<file path="src/rtl/flag_pkg.sv">
`default_nettype none
// ============================================================================
// Module      : flag_pkg
// Description : Shared types, flag bit positions and OR-tree sizing helpers
//               for the NZCV flag pipeline.
// Revision    : 1.0 - initial release
// ============================================================================
package flag_pkg;

  localparam int FLAG_N   = 3;
  localparam int FLAG_Z   = 2;
  localparam int FLAG_C   = 1;
  localparam int FLAG_V   = 0;
  localparam int OR_FANIN = 4;

  typedef struct packed {
    logic n;
    logic z;
    logic c;
    logic v;
  } nzcv_t;

  // Per-op sideband that travels next to the zero-detect tree.
  typedef struct packed {
    logic valid;
    logic sf;
    logic n;
    logic c;
    logic v;
  } side_t;

  // Width of the vector after lvl OR levels have been applied.
  function automatic int tree_w(input int width, input int lvl);
    int w;
    w = width;
    for (int k = 0; k < lvl; k++) begin
      w = (w + OR_FANIN - 1) / OR_FANIN;
    end
    return w;
  endfunction

  // Number of OR levels needed to reduce width bits to one.
  function automatic int tree_depth(input int width);
    int w;
    int d;
    w = width;
    d = 0;
    for (int k = 0; k < 8; k++) begin
      if (w > 1) begin
        w = (w + OR_FANIN - 1) / OR_FANIN;
        d++;
      end
    end
    return d;
  endfunction

  // Pipeline register r (1..lat) sits after OR level min(2r, depth), so no
  // more than two OR levels ever sit between flops. Returns how many
  // registers follow level lvl.
  function automatic int cuts_at(input int lvl, input int depth, input int lat);
    int cnt;
    cnt = 0;
    for (int r = 1; r <= lat; r++) begin
      if (((2 * r < depth) ? 2 * r : depth) == lvl) cnt++;
    end
    return cnt;
  endfunction

endpackage
`default_nettype wire

</file>
<file path="src/rtl/or4_level.sv">
`default_nettype none
// ============================================================================
// Module      : or4_level
// Description : One level of the zero-detect OR tree: every group of up to
//               four input bits is reduced to a single output bit.
// Revision    : 1.0 - initial release
// ============================================================================
module or4_level
  import flag_pkg::*;
#(
  parameter int IN_W = 4,
  localparam int OUT_W = (IN_W + OR_FANIN - 1) / OR_FANIN
) (
  input  logic [IN_W-1:0]  i_bits,
  output logic [OUT_W-1:0] o_bits
);

  for (genvar j = 0; j < OUT_W; j++) begin : g_grp
    if (OR_FANIN * j + OR_FANIN <= IN_W) begin : g_full
      assign o_bits[j] = |i_bits[OR_FANIN*j +: OR_FANIN];
    end else begin : g_part
      // Last group is short when IN_W is not a multiple of the fan-in.
      assign o_bits[j] = |i_bits[IN_W-1:OR_FANIN*j];
    end
  end

endmodule
`default_nettype wire

</file>
<file path="src/rtl/flag_pipe.sv">
`default_nettype none
// ============================================================================
// Module      : flag_pipe
// Description : Pipelined NZCV flag generation for an ALU result, with an
//               architectural flag register, same-cycle forwarding and flush.
// Revision    : 1.0 - initial release
// ============================================================================
module flag_pipe
  import flag_pkg::*;
#(
  parameter int WIDTH = 64,
  parameter int LAT   = 1
) (
  input  logic             clk,
  input  logic             reset_n,
  input  logic             in_valid,
  input  logic [WIDTH-1:0] result,
  input  logic             carry_in,
  input  logic             ovf_in,
  input  logic             set_flags,
  input  logic             flush,
  output logic             out_valid,
  output logic             zero,
  output logic [3:0]       flags_q,
  output logic [3:0]       flags_fwd,
  output logic             busy
);

  localparam int DEPTH = tree_depth(WIDTH);

  // Zero-detect OR tree, with pipeline registers inserted between levels.
  for (genvar i = 1; i <= DEPTH; i++) begin : g_lvl
    localparam int IW = tree_w(WIDTH, i - 1);
    localparam int OW = tree_w(WIDTH, i);
    localparam int NC = cuts_at(i, DEPTH, LAT);

    logic [IW-1:0] w_in;
    logic [OW-1:0] w_or;
    logic [OW-1:0] w_stg;

    if (i == 1) begin : g_head
      assign w_in = result;
    end else begin : g_link
      assign w_in = g_lvl[i-1].w_stg;
    end

    or4_level #(.IN_W(IW)) u_or (
      .i_bits (w_in),
      .o_bits (w_or)
    );

    if (NC == 0) begin : g_nc0
      assign w_stg = w_or;
    end else if (NC == 1) begin : g_nc1
      logic [OW-1:0] r_s1;
      // Capture partial OR results at this stage boundary.
      always_ff @(posedge clk or negedge reset_n) begin
        if (!reset_n) r_s1 <= '0;
        else          r_s1 <= w_or;
      end
      assign w_stg = r_s1;
    end else begin : g_nc2
      logic [OW-1:0] r_s1;
      logic [OW-1:0] r_s2;
      // Short trees still need LAT stages; the value simply waits here.
      always_ff @(posedge clk or negedge reset_n) begin
        if (!reset_n) begin
          r_s1 <= '0;
          r_s2 <= '0;
        end else begin
          r_s1 <= w_or;
          r_s2 <= r_s1;
        end
      end
      assign w_stg = r_s2;
    end
  end

  logic  w_zero;
  side_t w_in_side;
  side_t w_out_side;

  assign w_zero          = ~g_lvl[DEPTH].w_stg[0];
  assign w_in_side.valid = in_valid;
  assign w_in_side.sf    = set_flags;
  assign w_in_side.n     = result[WIDTH-1];
  assign w_in_side.c     = carry_in;
  assign w_in_side.v     = ovf_in;

  if (LAT == 0) begin : g_comb
    assign w_out_side = w_in_side;
    assign busy       = 1'b0;
  end else begin : g_stages
    side_t            r_side [LAT];
    logic [LAT-1:0]   w_busy_vec;

    for (genvar s = 0; s < LAT; s++) begin : g_stg
      if (s == 0) begin : g_first
        // Accept a new op every cycle; flush empties the stage.
        always_ff @(posedge clk or negedge reset_n) begin
          if (!reset_n)   r_side[s] <= '0;
          else if (flush) r_side[s] <= '0;
          else            r_side[s] <= w_in_side;
        end
      end else begin : g_next
        // Advance the sideband one stage; flush empties the stage.
        always_ff @(posedge clk or negedge reset_n) begin
          if (!reset_n)   r_side[s] <= '0;
          else if (flush) r_side[s] <= '0;
          else            r_side[s] <= r_side[s-1];
        end
      end
      assign w_busy_vec[s] = r_side[s].valid & r_side[s].sf;
    end

    assign w_out_side = r_side[LAT-1];
    assign busy       = |w_busy_vec;
  end

  nzcv_t w_new;
  nzcv_t r_flags;
  logic  w_fire;

  assign out_valid = w_out_side.valid & ~flush & reset_n;
  assign zero      = w_zero;
  assign w_new.n   = w_out_side.n;
  assign w_new.z   = w_zero;
  assign w_new.c   = w_out_side.c;
  assign w_new.v   = w_out_side.v;
  assign w_fire    = out_valid & w_out_side.sf;

  // Architectural NZCV register: written only by a completing set_flags op.
  always_ff @(posedge clk or negedge reset_n) begin
    if (!reset_n)    r_flags <= '0;
    else if (w_fire) r_flags <= w_new;
  end

  assign flags_q   = r_flags;
  assign flags_fwd = w_fire ? w_new : r_flags;

endmodule
`default_nettype wire

</file>
<file path="config.mk">
export PLATFORM = sky130hd
export DESIGN_NAME = flag_pipe
export DESIGN_NICKNAME = d
export VERILOG_FILES = /design/src/rtl/flag_pkg.sv /design/src/rtl/or4_level.sv /design/src/rtl/flag_pipe.sv
export SDC_FILE = /design/constraint.sdc
export NUM_CORES = 1
export LEC_CHECK = 0
export CAP_MARGIN = 20
export CORE_MARGIN = 5
export CORE_UTILIZATION = 40
export DETAILED_ROUTE_END_ITERATION = 10
export DONT_BUFFER_PORTS = 1
export PLACE_DENSITY_LB_ADDON = 0.2
export SLEW_MARGIN = 15
export SYNTH_ARGS = -nofsm -noshare
export SYNTH_HDL_FRONTEND = slang
export SYNTH_SLANG_ARGS = --single-unit
</file>
<file path="constraint.sdc">
create_clock -name clk -period 1.9 [get_ports clk]
set_input_delay 0.38 -clock clk [delete_from_list [all_inputs] [get_ports clk]]
set_output_delay 0.38 -clock clk [all_outputs]
set_load 0.01 [all_outputs]
</file>
==> impl_metrics.toml <==
[critical_path]
crit_fanout = 2
path_class = "register to output port"
reg2reg_setup_slack_ps = 840
crit_path_start_kind = "register"
critPathArrivalTime_ps = 1210
worst_setup_path_end_kind = "output port"
required_ps = 1520

[synthesis]
synth-seq-cells = 13
netlist_top_cells_area = "dfrtp_1, nor4_1, mux2_2"
synth-seq-area-share_pct = 55.20
yosysUniqueCellTypes = 10
synth_top_area_share_pct = 55.20
syn_nets = 118
synth_top_area_cell = "dfrtp_1"
ys_warn_count = 0
synthCells = 47
syn_area_per_cell_um2 = 12.54
synth_area_um2 = 589.3

[cts]
cts_made_buffers = 3
clock_latency_ps = 270
cts_resized = 0
clkTransAtPathRegs_ps = 70
clock_sinks = 13
cts_tree = "done"
root_buffer = "clkbuf_4"
clock_path_buffers = 2
h-tree-depth = 1

[drt]
wl_mm = 1.636
num_vias = 468
wl_per_cell_um = 24.06
route.detailed.drc = 0
dr.pass1.iters = 4
avgViaCountPerCell = 6.882
ant_nets = 0
first_iter_violations = 4

[grt]
grt_max_degree = 14
grt_pass1_vias = 563
overflow = 0
grt_pass1_wl_mm = 2.587
antenna_found_initial = 0
grt_usage_pct = 14.34

[run]
maxCapViolCount = 0

[timing]
clock.fmax_mhz = 629.5
tns_ps = 0
finalSetupViolCount = 0
rsz0062_at_grt = "no"
maxSlewViolCount = 0
fin_crit_sh_pct = 83.61
finalCriticalPeriod_ps = 1589
slew_headroom_pct = 63.79
skew_ps = 2.857
worst_pin_slew_ps = 541.3
hold_viol_final = 0

[layout]
syn_to_final_growth_pct = 10.62
final_nets = 125
register_area_um2 = 325.3
fillers = 116
diodes = 0
drive_gt1_share_pct = 28.30
multi_input_area_um2 = 264.0

[min_path]
hold_class = "input pin to register"

[placed_design]
io_buffers = 0
place.gp.congestion = 0.6493
dp_hpwl_mm = 1.449

[status]
status = "completed"

[floorplanning]
fp.dieArea_um2 = 2341
die_x_um = 48.39
start_util_pct = 43.65
num_rows = 13
boundaryPins = 82
die_y_um = 48.39
core_area_um2 = 1350

[pwr]
pwr-share-clk_pct = 32.8
power_frac_seq_pct = 59.7
p_int_uw = 389.9
leakagePower_uw = 0.0002583
combPwrFrac_pct = 7.5
switchingPower_uw = 115.3
power_density_nw_per_um2 = 775.0
totalPowerFinal_uw = 505.2
peakVddDrop_mv = 0.2257
switching_share_pct = 22.83
-- per-layer routing --
metal / part of all wire [%] / GRT usage [%] / up-vias
met1: 27 / 12.43 / 216
li1: - / - / 202
met4: 3.0 / 12.44 / 0
met3: 14 / 5.505 / 4
met5: 0 / 0 / -
met2: 56 / 25.00 / 46
-- layout by cell type, fill, tap and decap left out --
master / instances
and2_1: 1
and2b_2: 5
buf_4: 1
clkbuf_1: 1
clkbuf_4: 3
dfrtp_1: 13
dlygate4sd3_1: 1
mux2_2: 4
nand2_1: 1
nand4_1: 4
nand4b_4: 1
nor2_1: 1
nor4_1: 16
nor4_2: 1
-- final timing paths --
kind | to | cells after the start | startpoint
setup / recovery | flags_fwd[2] | 2 | g_lvl[2].g_nc1.r_s1[3]$_DFF_PN0_
hold / removal | g_lvl[2].g_nc1.r_s1[1]$_DFF_PN0_ | 2 | result[30]
setup reg to reg | flags_q[2]$_DFF_PN0_ | 2 | g_stages.r_side[4]$_DFF_PN0_
hold reg to reg | flags_q[0]$_DFF_PN0_ | 1 | g_stages.r_side[0]$_DFF_PN0_
max in group asynchronous | g_lvl[2].g_nc1.r_s1[2]$_DFF_PN0_ | 1 | reset_n
min in group asynchronous | flags_q[1]$_DFF_PN0_ | 1 | reset_n
-- state kept, by name (all words and copies together) (netlist names) --
name,cells
g_stages.r_side,5
flags_q,4
g_lvl.g_nc1.r_s1,4
-- stage by stage --
step	util, %	cell area, µm²	cells	hold slack [ps]	setup slack [ps]
after floorplan	-	589.3	47	84.41	509.6
after global placement	45.60	615.6	63	84.79	618.3
after detailed placement	45.60	615.6	63	84.81	589.0
after CTS	48.29	651.9	68	208.7	280.8
after global routing	48.29	651.9	68	208.4	231.4
final	48.29	651.9	68	217.2	311.4
-- Yosys cell counts --
master	instances
nor4_1	16
dfrtp_1	13
and2b_2	5
mux2_2	4
nand4_1	4
and2_1	1
nand2_1	1
nand4b_4	1
nor2_1	1
nor4_2	1
-- power groups by stage --
stage | clock (µW) | combinational, µW | sequential, µW
3_5_place_dp | 0 | 32.3 | 308
2_1_floorplan | 0 | 28.6 | 305
4_1_cts | 175 | 39.3 | 302
5_1_grt | 189 | 42.8 | 304
3_3_place_gp | 0 | 31.2 | 307
6_report | 165 | 38.1 | 302
-- layout make-up --
| class | count | area share, % |
|---|---|---|
| Clock buffer | 4 | 4.031 |
| Timing Repair Buffer | 2 | 2.687 |
| Multi-Input combinational cell | 34 | 40.50 |
| Tap cell | 15 | 2.879 |
| Sequential cell | 13 | 49.90 |
-- worst max-delay path: stages, from the launching register on --
cell,delay (ps)
dfrtp_1,370
nor4_2,310
mux2_2,250
-- logic make-up (layout without fill, tap and decap cells) --
| kind of cell | count (synthesis) | count (layout) | synth area share, % |
|---|---|---|---|
| and+or+nand+nor | 30 | 30 | 37.15 |
| DFF | 13 | 13 | 55.20 |
| muxes | 4 | 4 | 7.643 |
| buffers and inverters | 0 | 6 | 0 |
-- repair_timing --
action,in CTS,in global routing
hold buffers,1,0
buffers inserted,0,0
hold endpoints to repair,13,0
Note: power is estimated with default switching activity, not from simulation.
